<file path="src/rtl/vend_pkg.sv">
// Purpose: shared types and default sizes for the vending transaction controller.
// Latency: n/a (declarations only).
// Backpressure: n/a.
package vend_pkg;

    localparam int VEND_ITEM_ADDR_WIDTH = 10;
    localparam int VEND_COIN_WIDTH      = 8;
    localparam int VEND_CREDIT_WIDTH    = 12;
    localparam int VEND_TIMEOUT_CYCLES  = 1000;

    typedef enum logic [2:0] {
        ST_IDLE      = 3'd0,
        ST_PRICE_RD  = 3'd1,
        ST_PRICE_CHK = 3'd2,
        ST_COLLECT   = 3'd3,
        ST_DISPENSE  = 3'd4,
        ST_CHANGE    = 3'd5
    } vend_state_t;

endpackage

</file>
<file path="src/rtl/vend_txn_ctrl_if.sv">
// Purpose: bundles selection, price RAM, coin, dispense and change signals of vend_txn_ctrl.
// Latency: n/a (wiring only).
// Backpressure: dispense and change use valid/ready; master = controller side, slave = environment.
interface vend_txn_ctrl_if
    import vend_pkg::*;
#(
    parameter int ITEM_ADDR_WIDTH = VEND_ITEM_ADDR_WIDTH,
    parameter int COIN_WIDTH      = VEND_COIN_WIDTH,
    parameter int CREDIT_WIDTH    = VEND_CREDIT_WIDTH
);
    // selection from item_select
    logic [ITEM_ADDR_WIDTH-1:0] item_selected;
    logic                       selection_valid;
    logic                       sel_reject;
    // price RAM
    logic                       price_rd_en;
    logic [ITEM_ADDR_WIDTH-1:0] price_rd_addr;
    logic [CREDIT_WIDTH-1:0]    price_rdata;
    logic                       item_avail;
    // coin acceptor and user
    logic                       coin_valid;
    logic [COIN_WIDTH-1:0]      coin_value;
    logic                       coin_reject;
    logic                       cancel;
    // dispenser handshake
    logic                       dispense_valid;
    logic [ITEM_ADDR_WIDTH-1:0] dispense_item;
    logic                       dispense_ready;
    // change unit handshake
    logic                       change_valid;
    logic [CREDIT_WIDTH-1:0]    change_amount;
    logic                       change_ready;
    // status
    logic                       busy;
    logic                       txn_error;

    modport master (
        input  item_selected, selection_valid, price_rdata, item_avail,
               coin_valid, coin_value, cancel, dispense_ready, change_ready,
        output sel_reject, price_rd_en, price_rd_addr, coin_reject,
               dispense_valid, dispense_item, change_valid, change_amount,
               busy, txn_error
    );

    modport slave (
        output item_selected, selection_valid, price_rdata, item_avail,
               coin_valid, coin_value, cancel, dispense_ready, change_ready,
        input  sel_reject, price_rd_en, price_rd_addr, coin_reject,
               dispense_valid, dispense_item, change_valid, change_amount,
               busy, txn_error
    );

endinterface

</file>
<file path="src/rtl/vend_credit_acc.sv">
// Purpose: coin credit accumulator with overflow rejection and an idle timeout counter.
// Latency: credit updates on the edge after the coin; o_credit_nxt shows the post-coin value same cycle.
// Backpressure: none; a coin that would overflow is dropped and flagged one cycle later.
// Ports: i_clear zeroes credit/counter; i_enable marks the collect window; o_timeout fires
//        combinationally in the last allowed idle cycle.
module vend_credit_acc
    import vend_pkg::*;
#(
    parameter int COIN_WIDTH     = VEND_COIN_WIDTH,
    parameter int CREDIT_WIDTH   = VEND_CREDIT_WIDTH,
    parameter int TIMEOUT_CYCLES = VEND_TIMEOUT_CYCLES
) (
    input  logic                    clk,
    input  logic                    rstn,
    input  logic                    i_clear,
    input  logic                    i_enable,
    input  logic                    i_coin_valid,
    input  logic [COIN_WIDTH-1:0]   i_coin_value,
    output logic [CREDIT_WIDTH-1:0] o_credit,
    output logic [CREDIT_WIDTH-1:0] o_credit_nxt,
    output logic                    o_overflow_reject,
    output logic                    o_timeout
);
    localparam int CNT_W = $clog2(TIMEOUT_CYCLES + 1);
    localparam logic [CNT_W-1:0] CNT_LAST = CNT_W'(TIMEOUT_CYCLES - 1);
    localparam logic [CNT_W-1:0] CNT_ONE  = CNT_W'(1);

    logic [CREDIT_WIDTH-1:0] r_credit;
    logic [CNT_W-1:0]        r_cnt;
    logic                    r_ovf_rej;
    logic [CREDIT_WIDTH:0]   w_sum;
    logic                    w_coin_ok;

    // one extra bit catches a sum that no longer fits in the credit register
    assign w_sum     = {1'b0, r_credit} + (CREDIT_WIDTH+1)'(i_coin_value);
    assign w_coin_ok = i_enable && i_coin_valid && !w_sum[CREDIT_WIDTH];

    assign o_credit          = r_credit;
    assign o_credit_nxt      = w_coin_ok ? w_sum[CREDIT_WIDTH-1:0] : r_credit;
    assign o_overflow_reject = r_ovf_rej;
    assign o_timeout         = i_enable && !w_coin_ok && (r_cnt == CNT_LAST);

    always_ff @(posedge clk or negedge rstn) begin
        if (!rstn) begin
            r_credit  <= '0;
            r_cnt     <= '0;
            r_ovf_rej <= 1'b0;
        end else begin
            r_ovf_rej <= i_enable && i_coin_valid && w_sum[CREDIT_WIDTH];
            if (i_clear) begin
                r_credit <= '0;
                r_cnt    <= '0;
            end else if (i_enable) begin
                r_credit <= o_credit_nxt;
                if (w_coin_ok) begin
                    r_cnt <= '0;
                end else if (r_cnt != CNT_LAST) begin
                    r_cnt <= r_cnt + CNT_ONE;
                end
            end
        end
    end

endmodule

</file>
<file path="src/rtl/vend_txn_ctrl.sv">
// Purpose: one-at-a-time vending transaction: price lookup, coin collection, dispense, change/refund.
// Latency: selection to first COLLECT cycle is 3 cycles; reject/error pulses come 1 cycle after the cause.
// Backpressure: dispense/change requests hold valid and payload until ready; selections while busy are rejected.
// Ports: clk/rstn plain; everything else through vend_txn_ctrl_if.master (selection, price RAM,
//        coins, cancel, dispense and change handshakes, busy/txn_error status).
module vend_txn_ctrl
    import vend_pkg::*;
#(
    parameter int ITEM_ADDR_WIDTH = VEND_ITEM_ADDR_WIDTH,
    parameter int COIN_WIDTH      = VEND_COIN_WIDTH,
    parameter int CREDIT_WIDTH    = VEND_CREDIT_WIDTH,
    parameter int TIMEOUT_CYCLES  = VEND_TIMEOUT_CYCLES
) (
    input  logic            clk,
    input  logic            rstn,
    vend_txn_ctrl_if.master bus
);
    vend_state_t                r_state;
    vend_state_t                w_state_nxt;
    logic [ITEM_ADDR_WIDTH-1:0] r_item;
    logic [CREDIT_WIDTH-1:0]    r_price;
    logic [CREDIT_WIDTH-1:0]    r_change;
    logic                       r_sel_rej;
    logic                       r_coin_rej;
    logic                       r_txn_err;

    logic                       w_acc_clear;
    logic                       w_acc_en;
    logic [CREDIT_WIDTH-1:0]    w_credit;
    logic [CREDIT_WIDTH-1:0]    w_credit_nxt;
    logic                       w_ovf_rej;
    logic                       w_timeout;
    logic                       w_price_bad;
    logic                       w_paid;
    logic                       w_refund_req;

    assign w_price_bad  = !bus.item_avail || (bus.price_rdata == '0);
    // exit decisions use the credit including a coin arriving this cycle
    assign w_paid       = (w_credit_nxt >= r_price);
    assign w_refund_req = bus.cancel || w_timeout;
    assign w_acc_en     = (r_state == ST_COLLECT);
    assign w_acc_clear  = (r_state == ST_PRICE_CHK)
                       || ((r_state == ST_DISPENSE) && bus.dispense_ready)
                       || ((r_state == ST_CHANGE) && bus.change_ready);

    vend_credit_acc #(
        .COIN_WIDTH     (COIN_WIDTH),
        .CREDIT_WIDTH   (CREDIT_WIDTH),
        .TIMEOUT_CYCLES (TIMEOUT_CYCLES)
    ) u_credit_acc (
        .clk               (clk),
        .rstn              (rstn),
        .i_clear           (w_acc_clear),
        .i_enable          (w_acc_en),
        .i_coin_valid      (bus.coin_valid),
        .i_coin_value      (bus.coin_value),
        .o_credit          (w_credit),
        .o_credit_nxt      (w_credit_nxt),
        .o_overflow_reject (w_ovf_rej),
        .o_timeout         (w_timeout)
    );

    // state register
    always_ff @(posedge clk or negedge rstn) begin
        if (!rstn) begin
            r_state <= ST_IDLE;
        end else begin
            r_state <= w_state_nxt;
        end
    end

    // next-state logic
    always_comb begin
        w_state_nxt = r_state;
        case (r_state)
            ST_IDLE: begin
                if (bus.selection_valid) w_state_nxt = ST_PRICE_RD;
            end
            ST_PRICE_RD: begin
                w_state_nxt = ST_PRICE_CHK;
            end
            ST_PRICE_CHK: begin
                w_state_nxt = w_price_bad ? ST_IDLE : ST_COLLECT;
            end
            ST_COLLECT: begin
                if (w_paid) begin
                    w_state_nxt = ST_DISPENSE;
                end else if (w_refund_req) begin
                    // nothing to return when no coin was ever credited
                    w_state_nxt = (w_credit_nxt != '0) ? ST_CHANGE : ST_IDLE;
                end
            end
            ST_DISPENSE: begin
                if (bus.dispense_ready) begin
                    w_state_nxt = (w_credit != r_price) ? ST_CHANGE : ST_IDLE;
                end
            end
            ST_CHANGE: begin
                if (bus.change_ready) w_state_nxt = ST_IDLE;
            end
            default: w_state_nxt = ST_IDLE;
        endcase
    end

    // transaction datapath and one-cycle status pulses
    always_ff @(posedge clk or negedge rstn) begin
        if (!rstn) begin
            r_item     <= '0;
            r_price    <= '0;
            r_change   <= '0;
            r_sel_rej  <= 1'b0;
            r_coin_rej <= 1'b0;
            r_txn_err  <= 1'b0;
        end else begin
            r_sel_rej  <= bus.selection_valid && (r_state != ST_IDLE);
            r_coin_rej <= bus.coin_valid && (r_state != ST_COLLECT);
            r_txn_err  <= (r_state == ST_PRICE_CHK) && w_price_bad;

            if ((r_state == ST_IDLE) && bus.selection_valid) begin
                r_item <= bus.item_selected;
            end
            if (r_state == ST_PRICE_CHK) begin
                r_price <= bus.price_rdata;
            end
            if ((r_state == ST_COLLECT) && !w_paid && w_refund_req) begin
                r_change <= w_credit_nxt;
            end else if ((r_state == ST_DISPENSE) && bus.dispense_ready) begin
                // only reached with credit >= price, so no underflow
                r_change <= w_credit - r_price;
            end
        end
    end

    // outputs decoded from state and registered pulses
    always_comb begin
        bus.price_rd_en    = 1'b0;
        bus.price_rd_addr  = '0;
        bus.dispense_valid = 1'b0;
        bus.dispense_item  = '0;
        bus.change_valid   = 1'b0;
        bus.change_amount  = '0;
        bus.busy           = (r_state != ST_IDLE);
        bus.sel_reject     = r_sel_rej;
        bus.coin_reject    = r_coin_rej || w_ovf_rej;
        bus.txn_error      = r_txn_err;
        case (r_state)
            ST_PRICE_RD: begin
                bus.price_rd_en   = 1'b1;
                bus.price_rd_addr = r_item;
            end
            ST_DISPENSE: begin
                bus.dispense_valid = 1'b1;
                bus.dispense_item  = r_item;
            end
            ST_CHANGE: begin
                bus.change_valid  = 1'b1;
                bus.change_amount = r_change;
            end
            default: ;
        endcase
    end

endmodule

</file>
<file path="src/flat_wrapper.sv">
// flat-port wrapper written by rule: the top's interface ports become plain ports
module vend_txn_ctrl_flat import vend_pkg::*;
#(
    parameter int ITEM_ADDR_WIDTH = VEND_ITEM_ADDR_WIDTH,
    parameter int COIN_WIDTH      = VEND_COIN_WIDTH,
    parameter int CREDIT_WIDTH    = VEND_CREDIT_WIDTH,
    parameter int TIMEOUT_CYCLES  = VEND_TIMEOUT_CYCLES
)
  (clk, rstn, bus_item_selected, bus_selection_valid, bus_price_rdata, bus_item_avail, bus_coin_valid, bus_coin_value, bus_cancel, bus_dispense_ready, bus_change_ready, bus_sel_reject, bus_price_rd_en, bus_price_rd_addr, bus_coin_reject, bus_dispense_valid, bus_dispense_item, bus_change_valid, bus_change_amount, bus_busy, bus_txn_error);
  vend_txn_ctrl_if #(.ITEM_ADDR_WIDTH(ITEM_ADDR_WIDTH), .COIN_WIDTH(COIN_WIDTH), .CREDIT_WIDTH(CREDIT_WIDTH)) bus_i ();
  input  logic clk;
  input  logic rstn;
  input wire logic [$bits(bus_i.item_selected)-1:0] bus_item_selected;
  input wire logic [$bits(bus_i.selection_valid)-1:0] bus_selection_valid;
  input wire logic [$bits(bus_i.price_rdata)-1:0] bus_price_rdata;
  input wire logic [$bits(bus_i.item_avail)-1:0] bus_item_avail;
  input wire logic [$bits(bus_i.coin_valid)-1:0] bus_coin_valid;
  input wire logic [$bits(bus_i.coin_value)-1:0] bus_coin_value;
  input wire logic [$bits(bus_i.cancel)-1:0] bus_cancel;
  input wire logic [$bits(bus_i.dispense_ready)-1:0] bus_dispense_ready;
  input wire logic [$bits(bus_i.change_ready)-1:0] bus_change_ready;
  output wire logic [$bits(bus_i.sel_reject)-1:0] bus_sel_reject;
  output wire logic [$bits(bus_i.price_rd_en)-1:0] bus_price_rd_en;
  output wire logic [$bits(bus_i.price_rd_addr)-1:0] bus_price_rd_addr;
  output wire logic [$bits(bus_i.coin_reject)-1:0] bus_coin_reject;
  output wire logic [$bits(bus_i.dispense_valid)-1:0] bus_dispense_valid;
  output wire logic [$bits(bus_i.dispense_item)-1:0] bus_dispense_item;
  output wire logic [$bits(bus_i.change_valid)-1:0] bus_change_valid;
  output wire logic [$bits(bus_i.change_amount)-1:0] bus_change_amount;
  output wire logic [$bits(bus_i.busy)-1:0] bus_busy;
  output wire logic [$bits(bus_i.txn_error)-1:0] bus_txn_error;
  assign bus_i.item_selected = bus_item_selected;
  assign bus_i.selection_valid = bus_selection_valid;
  assign bus_i.price_rdata = bus_price_rdata;
  assign bus_i.item_avail = bus_item_avail;
  assign bus_i.coin_valid = bus_coin_valid;
  assign bus_i.coin_value = bus_coin_value;
  assign bus_i.cancel = bus_cancel;
  assign bus_i.dispense_ready = bus_dispense_ready;
  assign bus_i.change_ready = bus_change_ready;
  assign bus_sel_reject = bus_i.sel_reject;
  assign bus_price_rd_en = bus_i.price_rd_en;
  assign bus_price_rd_addr = bus_i.price_rd_addr;
  assign bus_coin_reject = bus_i.coin_reject;
  assign bus_dispense_valid = bus_i.dispense_valid;
  assign bus_dispense_item = bus_i.dispense_item;
  assign bus_change_valid = bus_i.change_valid;
  assign bus_change_amount = bus_i.change_amount;
  assign bus_busy = bus_i.busy;
  assign bus_txn_error = bus_i.txn_error;
  vend_txn_ctrl #(.ITEM_ADDR_WIDTH(ITEM_ADDR_WIDTH), .COIN_WIDTH(COIN_WIDTH), .CREDIT_WIDTH(CREDIT_WIDTH), .TIMEOUT_CYCLES(TIMEOUT_CYCLES)) u_core (.clk(clk), .rstn(rstn), .bus(bus_i));
endmodule
</file>
<file path="config.mk">
export PLATFORM = sky130hd
export DESIGN_NAME = vend_txn_ctrl_flat
export DESIGN_NICKNAME = d
export VERILOG_FILES = /design/src/rtl/vend_pkg.sv /design/src/rtl/vend_txn_ctrl_if.sv /design/src/rtl/vend_credit_acc.sv /design/src/rtl/vend_txn_ctrl.sv /design/src/flat_wrapper.sv
export SDC_FILE = /design/constraint.sdc
export NUM_CORES = 1
export LEC_CHECK = 0
export ABC_AREA = 1
export ABC_CLOCK_PERIOD_IN_PS = 3200
export CAP_MARGIN = 15
export CORE_ASPECT_RATIO = 0.5
export CORE_UTILIZATION = 35
export CTS_CLUSTER_SIZE = 12
export DETAILED_ROUTE_END_ITERATION = 7
export PLACE_DENSITY = 0.65
export SYNTH_ARGS = -nofsm -noshare
export SYNTH_HDL_FRONTEND = slang
export SYNTH_SLANG_ARGS = --single-unit
</file>
<file path="constraint.sdc">
create_clock -name clk -period 3.2 [get_ports clk]
set_input_delay 0.8 -clock clk [delete_from_list [all_inputs] [get_ports clk]]
set_output_delay 0.8 -clock clk [all_outputs]
set_load 0.01 [all_outputs]
</file>
==> run_results.csv, run 1 <==
group,metric,value,unit
clock_tree,clock_path_buffers,2,
sta,whs,0.461,ns
synth,synthDistinctLibCells,42,
global_routing,grt_usage,22.3,%
clock_tree,hold_buffers,0,
floorplanning,top_level_ports,77,
placement,dpl_cell_area,6150,um^2
global_routing,first_global_vias,4933,
worst_setup_path,crit_buf_inv,7,
worst_setup_path,max_stage_delay,0.33,ns
route,via_per_inst,4.85,
sta,finalSetupViolations,15,
final_layout,instances_no_fill,1015,
synth,synth_warnings,0,
synth,syn_nets,730,
power,powerDensity,937,nW/um^2
clock_tree,cts.clk_slew.worst_paths,0.05,ns
sta,worst_pin_slew,0.601,ns
synth,synth_top_area_share,34.1,%
global_routing,grt_overflow,0,
clock_tree,clock_sinks,63,
synth,syn-cell-area,4620,um^2
synth,avgSynthCellArea,7.02,um^2
sta,final-hold-violation-count,0,
route,detail-route-antenna-nets,0,
global_routing,grt_antenna_before_repair,0,
synth,synth_edf_count,0,
job,drv_cap,0,
clock_tree,clk_latency,0.34,ns
worst_setup_path,r2r_cells,25,
run_status,failed_checks,"setup timing",
sta,setup_ws,-0.178,ns
power,p_leak,3.60,nW
run_status,status,"finished with violations",
route,remaining_drc_errors,0,
final_layout,syn_to_final_growth,53.2,%
global_routing,grt_start_max_net_pins,64,
worst_setup_path,cp-start-kind,"input pin",
worst_setup_path,crit_slowest_cell,"fa_2",
placement,place_ws,-1.11,ns
global_routing,grt_pass1_wl,23900,um
floorplanning,core,12800,um^2
route,drt-pass1-iter-count,5,
synth,synth-seq-area-share,34.1,%
sta,min_period_over_period,106,%
worst_setup_path,critical_path_class,"in -> reg",
worst_setup_path,required,3.42,ns
floorplanning,dieArea,13700,um^2
synth,ys_ff_latch,63,
clock_tree,root_buffer,"clkbuf_16",
placement,placed_cells,965,
worst_setup_path,cp-end-kind,"register",
final_layout,num_antenna_cells,0,
worst_setup_path,r2r_slack,-0.07,ns
floorplanning,rows,29,
floorplanning,floorplan.initialDensity,36.1,%
sta,drv_slew,0,
hold_path,min_path_type,"in -> async",
route,vias,4926,
final_layout,final_util,55.4,%
placement,gp_congestion,0.962,
route,drtIter0Drc,280,
synth,synth_cells,658,
synth,synthArstFlopShare,100,%
synth,synthTopCellsByArea,"dfrtp_1, nand2_1, inv_1",
placement,hpwlAfterDp,10500,um
final_layout,design_area,7070,um^2
route,drt-total-wl,14900,um
sta,fmaxAchievable,296,MHz
synth,yosysTopAreaCell,"dfrtp_1",
sta,fin_worst_skew,0.00566,ns
sta,period_needed,3.38,ns
placement,io_buffers,76,
sta,rsz0062_at_grt,"true",
clock_tree,cts_tree,"yes",
route,route.detailed.wl_per_inst,14.7,um
worst_setup_path,crit_fanout,8,
clock_tree,cts_made_buffers,9,
final_layout,drive_above_1_share,29.5,%
floorplanning,die_w,164,um
worst_setup_path,cpLargestDelayFamily,"simple AND/OR/NAND/NOR gates",
worst_setup_path,arrival,3.60,ns
synth,synth_flop_cell,"dfrtp_1",
clock_tree,cts.htree.levels,3,
worst_setup_path,crit_top_cell,"nand2_4",
power,ir_drop,0.376,mV
worst_setup_path,r2r_start,"u_core.u_credit_acc.o_credit[0]",
floorplanning,die_h,83.2,um
sta,relSlewSlack,59.9,%
worst_setup_path,timing.rr.end,"u_core.r_change[2]",
final_layout,nets,912,
## metal layers
metal	global-route usage (%)	vias to the layer above	routed length (um)
met4	5.42	0	215
met1	29.4	2303	6860
met2	37.2	153	7110
li1	-	2442	-
met3	4.80	28	716
met5	0	-	0
## Yosys cell counts, types with 2 or more instances
| master | number |
|---|---|
| a21oi_1 | 40 |
| and2_1 | 3 |
| clkbuf_1 | 7 |
| dfrtp_1 | 63 |
| fa_1 | 2 |
| ha_1 | 32 |
| inv_1 | 122 |
| inv_2 | 4 |
| nand2_1 | 163 |
| nand2_2 | 9 |
| nand2_4 | 3 |
| nand3_1 | 23 |
| nand3_4 | 2 |
| nand3b_1 | 6 |
| nand4_1 | 9 |
| nor2_1 | 81 |
| nor2_2 | 2 |
| nor2_4 | 3 |
| nor3_1 | 6 |
| nor3_2 | 2 |
| nor4_1 | 4 |
| o211ai_1 | 7 |
| o21ai_0 | 32 |
| o21ai_1 | 2 |
| o21ai_2 | 3 |
| o21bai_1 | 2 |
| xnor2_1 | 4 |
| xor2_1 | 8 |
## cell families after synthesis
| kind of cell | share of synthesized area, % |
|---|---|
| XOR/XNOR | 2.28 |
| flip-flops | 34.1 |
| adder cells (fa/ha/maj) | 9.54 |
| buffers and inverters | 11.2 |
| AO/OA/AOI/OAI | 11.3 |
| AND/OR/NAND/NOR | 31.5 |
## layout make-up
cell class | instances | area (um^2)
tap | 170 | 213
fill | 1152 | 5700
clock buffer | 13 | 260
inverter | 127 | 487
timing repair buffer | 179 | 1530
clock inverter | 3 | 17.5
multi-input combinational | 460 | 2990
sequential | 63 | 1580
## per-stage QoR
| step | power, mW | setup TNS (ns) |
|---|---|---|
| floorplan | 3.44 | -3.53 |
| global placement | 4.81 | -14.38 |
| detailed placement | 4.87 | -17.18 |
| CTS | 6.24 | -0.867 |
| global route | 7.11 | -4.10 |
| finish | 6.63 | -2.03 |
## placed cells by master, fill, tap and decap left out, types with 8 or more instances in the layout
cell type / synthesis / routed
nand2_4: 3 / 12
a21oi_1: 40 / 31
ha_1: 32 / 18
inv_2: 4 / 16
inv_1: 122 / 108
o21ai_0: 32 / 23
dfrtp_1: 63 / 63
nand2_2: 9 / 36
nand3_1: 23 / 17
xor2_1: 8 / 8
ha_4: 0 / 13
nand2_1: 163 / 126
clkbuf_16: 0 / 9
clkdlybuf4s50_1: 0 / 67
nand4_1: 9 / 9
nor2_1: 81 / 75
buf_4: 0 / 101
## power breakdown
part | internal (mW) | switching, mW | total, mW
logic | 1.96 | 2.47 | 4.42
clock network | 0.564 | 0.356 | 0.920
registers | 1.10 | 0.185 | 1.28
## what timing repair did
action | CTS | global route
pin swaps | 43 | 34
resized for setup | 73 | 52
endpoints found under the setup margin | 15 | 15
endpoints found under the hold margin | 0 | 0
setup buffers | 27 | 6
gates cloned | 1 | 0
## state kept, by name (all words and copies together), names as in the netlist, 3 cells and up
register,cells
u_core.u_credit_acc.r_cnt,10
u_core.r_state,3
u_core.u_credit_acc.o_credit,12
u_core.r_price,12
u_core.r_item,10
u_core.r_change,12
## worst max-delay path by stage
| stage | from | end | slack, ns | cells past startpoint |
|---|---|---|---|---|
| after floorplan | bus_coin_value[0] | u_core.r_change[2] | -0.30 | 24 |
| after global placement | bus_coin_value[0] | u_core.r_change[2] | -0.96 | 24 |
| after detailed placement | bus_coin_value[0] | u_core.r_change[2] | -1.11 | 23 |
| after CTS | bus_coin_value[0] | u_core.r_change[3] | -0.10 | 25 |
| after global routing | bus_coin_value[0] | u_core.r_change[3] | -0.32 | 26 |
| final | bus_coin_value[0] | u_core.r_change[2] | -0.18 | 26 |
Power figures use the tool's default switching activity.
==> inputs of run 2 (changes only) <==
GPL_ROUTABILITY_DRIVEN = 0   (was not set)
PLACE_DENSITY = 0.69   (was 0.65)
==> run 2 against run 1 <==
The flow still finishes with violations (setup timing). Clock skew grew 0.0031 ns. Wire length decreased by 3.4%. Fmax grew 0.33%. Critical path type unchanged. Largest cell class unchanged. Highest routed layer unchanged.
==> run_results.csv, run 2 (synthesized netlist as in run 1, its figures left out) <==
group,metric,value,unit
run_status,status,"finished with violations",
run_status,failed_checks,"setup timing",
clock_tree,cts_made_buffers,9,
sta,fin_worst_skew,0.00877,ns
power,p_leak,3.65,nW
global_routing,grt_pass1_wl,22200,um
route,remaining_drc_errors,0,
clock_tree,cts_tree,"yes",
placement,hpwlAfterDp,9970,um
final_layout,layout_commonest_cell,"nand2_1",
sta,whs,0.505,ns
route,detail-route-antenna-nets,0,
global_routing,first_global_vias,4723,
final_layout,num_antenna_cells,0,
sta,relSlewSlack,45.4,%
worst_setup_path,max_stage_delay,0.32,ns
job,drv_cap,0,
floorplanning,floorplan.initialDensity,36.1,%
clock_tree,cts.htree.levels,3,
final_layout,mostFrequentLayoutCells,"nand2_1, inv_1, buf_4",
clock_tree,cts.clk_slew.worst_paths,0.05,ns
global_routing,grt_start_max_net_pins,35,
route,via_per_inst,4.89,
route,vias,4973,
sta,rsz0062_at_grt,"true",
sta,min_period_over_period,105,%
sta,fin_setup_tns,-1.80,ns
clock_tree,clock_sinks,63,
final_layout,fillerInstances,1067,
final_layout,drive_above_1_share,31.2,%
floorplanning,rows,29,
floorplanning,dieArea,13700,um^2
sta,finalSetupViolations,15,
global_routing,grt_overflow,0,
floorplanning,die_h,83.2,um
worst_setup_path,crit_fanout,7,
floorplanning,top_level_ports,77,
sta,fmaxAchievable,297,MHz
clock_tree,clk_latency,0.34,ns
worst_setup_path,critical_path_class,"in -> reg",
route,route.detailed.wl_per_inst,14.2,um
clock_tree,hold_buffers,0,
sta,worst_pin_slew,0.819,ns
global_routing,grt_usage,20.6,%
global_routing,grt_antenna_before_repair,0,
sta,period_needed,3.37,ns
route,drtIter0Drc,382,
hold_path,min_path_type,"reg -> reg",
sta,drv_slew,0,
floorplanning,die_w,164,um
route,drt-total-wl,14400,um
worst_setup_path,required,3.41,ns
worst_setup_path,cp-end-kind,"register",
route,drt-pass1-iter-count,5,
power,p_total,6.80,mW
power,ir_drop,0.446,mV
floorplanning,core,12800,um^2
final_layout,syn_to_final_growth,56.5,%
worst_setup_path,cp-start-kind,"input pin",
final_layout,nets,913,
clock_tree,clock_path_buffers,2,
sta,setup_ws,-0.167,ns
clock_tree,root_buffer,"clkbuf_16",
worst_setup_path,crit_top_cell,"nand2_4",
placement,io_buffers,76,
sta,final-hold-violation-count,0,
worst_setup_path,crit_slowest_cell,"fa_2",
worst_setup_path,arrival,3.58,ns
power,powerDensity,941,nW/um^2
[run 2: cell count changes in the layout (fill, tap and decap cells not counted), moves of 3 or more]
cell	delta
buf_6	+11
buf_4	-10
nor2_1	-4
nand2_1	-3
nand2_4	+3
o21ai_1	-3
[run 2: layout make-up]
cell class | count | area [um^2] | area share (%)
multi-input cells | 460 | 3050 | 42.3
flip-flops and latches | 63 | 1580 | 21.8
repair buffers | 180 | 1570 | 21.8
inverters | 127 | 484 | 6.70
clock buffers | 11 | 243 | 3.36
well taps | 170 | 213 | 2.94
clock inverters | 5 | 81.3 | 1.13
[run 2: worst paths after layout]
path	startpoint	cells past startpoint	slack, ns	end
worst max register to register	u_core.u_credit_acc.o_credit[0]	24	-0.06	u_core.r_change[8]
min in group asynchronous	rstn	1	0.55	u_core.r_price[7]
max in group asynchronous	rstn	2	1.98	u_core.r_price[8]
worst max-delay path	bus_coin_value[0]	25	-0.17	u_core.r_change[8]
worst min register to register	u_core.r_change[2]	2	0.51	u_core.r_change[2]
worst min-delay path	u_core.r_change[2]	2	0.51	u_core.r_change[2]
[run 2: timing repair]
item	4_1_cts	5_1_grt
gates resized for setup	75	78
setup endpoints to repair	15	15
gates cloned	1	0
setup buffers	17	18
pin swaps	48	45
[run 2: through the flow]
stage / worst slack, ns / util [%] / cell area, um^2 / instances
global route: -0.316 / 56.6 / 7220 / 1016
finish: -0.167 / 56.6 / 7220 / 1016
CTS: -0.120 / 53.7 / 6860 / 998
detailed placement: -1.11 / 48.1 / 6140 / 964
global placement: -0.961 / 48.1 / 6140 / 964
floorplan: -0.303 / - / 4680 / 658
[run 2: power by group]
| part | internal (mW) | switching, mW | leakage (nW) |
|---|---|---|---|
| Sequential | 1.10 | 0.190 | 0.794 |
| Combinational | 2.00 | 2.44 | 2.70 |
| Clock | 0.703 | 0.370 | 0.156 |
[run 2: per-layer routing]
metal	global-route usage [%]	wire (um)	vias to the layer above
met5	0	0	-
met4	5.84	302	0
met3	4.30	842	35
met2	33.2	6840	172
met1	27.7	6420	2326
li1	-	-	2440
[run 2: worst max-delay path, delay by kind of cell]
kind	cells	cell delay (ns)
buffers and inverters	7	0.65
AO/OA/AOI/OAI	3	0.33
AND/OR/NAND/NOR	12	1.12
adder cells (fa/ha/maj)	3	0.65
==> inputs of run 3 (changes only) <==
ABC_AREA = not set   (was 1)
RECOVER_POWER = 25   (was not set)
==> run 3 against run 2 <==
The run ends with DRC, capacitance limit, slew limit, setup timing left. Non-clock buffer count is 29 lower. Area after synthesis is 7.6% lower. Clock power is 13% lower. Power is 14% lower. Die area is 7.4% lower. Critical path type unchanged. Critical endpoint is now u_core.r_state[0].
==> run_results.csv, run 3 <==
group,metric,value,unit
synth,synth_top_area_share,36.9,%
route,drt-total-wl,11900,um
synth,syn_nets,548,
power,powerDensity,926,nW/um^2
final_layout,multiInputGateArea,2780,um^2
worst_setup_path,r2r_cells,21,
worst_setup_path,crit_cells,22,
final_layout,layout_commonest_cell,"buf_4",
synth,synth_warnings,0,
worst_setup_path,critical_path_class,"in -> reg",
sta,period_needed,4.00,ns
final_layout,regArea,1580,um^2
power,p_leak,2.81,nW
final_layout,drive_above_1_share,25.9,%
floorplanning,rows,28,
worst_setup_path,crit_fanout,6,
synth,synthArstFlopShare,100,%
worst_setup_path,crit_start,"bus_coin_value[0]",
worst_setup_path,timing.rr.end,"u_core.r_state[0]",
route,drtIter0Drc,192,
sta,fin_worst_skew,0.00769,ns
route,via_per_inst,4.97,
worst_setup_path,cpLargestDelayFamily,"compound AO/OA/AOI/OAI gates",
floorplanning,core,11800,um^2
synth,synth-seq-area-share,36.9,%
sta,min_period_over_period,125,%
floorplanning,dieArea,12700,um^2
worst_setup_path,r2r_start,"u_core.u_credit_acc.o_credit[0]",
route,remaining_drc_errors,1,
synth,synthDistinctLibCells,57,
clock_tree,cts.htree.levels,3,
global_routing,grt_antenna_before_repair,0,
sta,finalSetupViolations,15,
sta,final-hold-violation-count,0,
synth,yosysTopAreaCell,"dfrtp_1",
route,vias,3924,
route,drt-pass1-iter-count,6,
global_routing,grt_usage,19.9,%
hold_path,min_path_type,"reg -> reg",
final_layout,design_area,6290,um^2
global_routing,grt_overflow,0,
sta,setup_ws,-0.800,ns
final_layout,fillerInstances,1093,
final_layout,mostFrequentLayoutCells,"buf_4, clkdlybuf4s50_1, dfrtp_1",
worst_setup_path,arrival,4.22,ns
synth,synthTopCellsByArea,"dfrtp_1, ha_1, a21oi_1",
worst_setup_path,cp-start-kind,"input pin",
hold_path,min_path_cells,1,
clock_tree,clk_latency,0.34,ns
global_routing,grt_start_max_net_pins,38,
final_layout,num_antenna_cells,0,
clock_tree,clock_path_buffers,2,
clock_tree,cts_made_buffers,9,
final_layout,nets,692,
clock_tree,clock_sinks,63,
worst_setup_path,cp-endpoint,"u_core.r_state[0]",
sta,rsz0062_at_grt,"true",
clock_tree,root_buffer,"clkbuf_16",
placement,dpl_cell_area,5700,um^2
route,route.detailed.wl_per_inst,15.1,um
synth,synth_edf_count,0,
global_routing,first_global_vias,3968,
synth,avgSynthCellArea,8.97,um^2
synth,ys_ff_latch,63,
route,detail-route-antenna-nets,0,
clock_tree,cts_tree,"yes",
floorplanning,floorplan.initialDensity,36.0,%
synth,syn-cell-area,4270,um^2
job,drv_cap,1,
synth,synth_cells,476,
power,ir_drop,0.444,mV
worst_setup_path,r2r_slack,-0.68,ns
placement,io_buffers,76,
clock_tree,cts.clk_slew.worst_paths,0.06,ns
floorplanning,die_w,158,um
worst_setup_path,required,3.42,ns
synth,netlist_top_cells_count,"dfrtp_1, a21oi_1, nand2_1, nor2_1",
sta,drv_slew,28,
floorplanning,die_h,80.1,um
run_status,status,"finished with violations",
worst_setup_path,worstPathCellList,"buf_6, ha_4, inv_2, fa_2, nor2b_4, o2111ai_4, nand3_2, o22ai_4, buf_6, buf_4, o211ai_1, xnor2_1, ha_1, o21ai_1, nand2b_1, a21oi_2, a31oi_2, buf_4, nand3b_1, o211ai_1, mux2i_1, o21ai_1",
run_status,failed_checks,"DRC, capacitance limit, slew limit, setup timing",
worst_setup_path,max_stage_delay,0.28,ns
sta,relSlewSlack,-4.61,%
worst_setup_path,cp-end-kind,"register",
worst_setup_path,crit_buf_inv,5,
sta,fmaxAchievable,250,MHz
synth,yosysMostFrequentCell,"dfrtp_1",
placement,hpwlAfterDp,8830,um
global_routing,grt_pass1_wl,19500,um
final_layout,syn_to_final_growth,47.5,%
power,p_total,5.83,mW
final_layout,final_util,53.2,%
synth,synth_flop_cell,"dfrtp_1",
floorplanning,top_level_ports,77,
worst_setup_path,crit_slowest_cell,"o22ai_4",
sta,worst_pin_slew,1.57,ns
==> run 3: cell count changes in the layout (fill, tap and decap cells not counted), moves of 12 or more <==
cell	delta
and2_1	+19
and3_1	+13
buf_4	-22
inv_1	-81
inv_2	-14
mux2_2	+12
nand2_1	-84
nand2_2	-35
nand2_4	-15
nor2_1	-41
==> run 3: where the power goes <==
part	total, mW	leakage (nW)	internal [mW]	switching [mW]
Combinational	3.62	1.87	1.76	1.86
Sequential	1.28	0.806	1.10	0.180
Clock	0.931	0.137	0.533	0.398
Total	5.83	2.81	3.38	2.44
==> run 3: cell families (layout without fill, tap and decap cells) <==
| family | after synthesis | count (layout) | share of synthesized area (%) |
|---|---|---|---|
| xor gates and xnor gates | 25 | 25 | 5.13 |
| adders and majority gates | 34 | 34 | 10.3 |
| AOI/OAI and AO/OA | 115 | 115 | 17.3 |
| buffers and inverters | 48 | 197 | 4.37 |
| muxes | 17 | 17 | 4.37 |
| and+or+nand+nor | 174 | 174 | 21.6 |
| DFF | 63 | 63 | 36.9 |
==> run 3: final cells by class <==
cell class,count,share of cell area (%)
multi-input combinational,365,44.1
timing repair buffer,151,21.3
sequential,63,25.0
inverter,30,1.79
clock buffer,9,3.58
clock inverter,7,0.894
tap,165,3.28
==> run 3: worst register-to-register path, stage by stage, from the launching register on <==
cell       delay (ns)
dfrtp_1          0.41
ha_4             0.18
inv_2            0.05
fa_2             0.23
nor2b_4          0.06
o2111ai_4        0.24
nand3_2          0.14
o22ai_4          0.28
buf_6            0.14
buf_4            0.14
o211ai_1         0.12
xnor2_1          0.27
ha_1             0.28
o21ai_1          0.13
nand2b_1         0.09
a21oi_2          0.16
a31oi_2          0.06
buf_4            0.16
nand3b_1         0.19
o211ai_1         0.15
mux2i_1          0.22
o21ai_1          0.08
==> run 3: what timing repair did <==
action                     4_1_cts  5_1_grt
buffers inserted                 6        2
hold buffers                     0        0
cloned                           0        0
resized for setup               51       16
setup endpoints to repair       19       15
pin swaps                       21       12
==> run 3: how the worst min path moves through the flow <==
stage                             from            endpoint
floorplan           u_core.r_change[0]  u_core.r_change[0]
global placement      u_core.r_item[3]    u_core.r_item[3]
detailed placement  u_core.r_change[0]  u_core.r_change[0]
CTS                               rstn   u_core.r_price[5]
global route          u_core.r_item[0]    u_core.r_item[0]
finish                u_core.r_item[7]    u_core.r_item[7]
==> run 3: routing by layer <==
| layer | vias to the layer above | share of wire, % | routed length [um] | GRT usage [%] |
|---|---|---|---|---|
| li1 | 1961 | - | - | - |
| met3 | 6 | 3.6 | 428 | 4.37 |
| met4 | 0 | 0.71 | 85 | 4.13 |
| met2 | 58 | 49 | 5790 | 34.2 |
| met1 | 1899 | 47 | 5620 | 25.7 |
| met5 | - | 0 | 0 | 0 |
==> run 3: through the flow <==
step | hold WS (ns) | instances | setup TNS [ns] | setup WS (ns)
2_1_floorplan | 0.477 | 476 | -11.44 | -0.825
3_3_place_gp | 0.495 | 766 | -22.76 | -1.45
3_5_place_dp | 0.502 | 766 | -24.86 | -1.54
4_1_cts | 0.520 | 788 | -8.16 | -0.631
5_1_grt | 0.544 | 790 | -13.05 | -1.00
6_report | 0.519 | 790 | -10.40 | -0.800
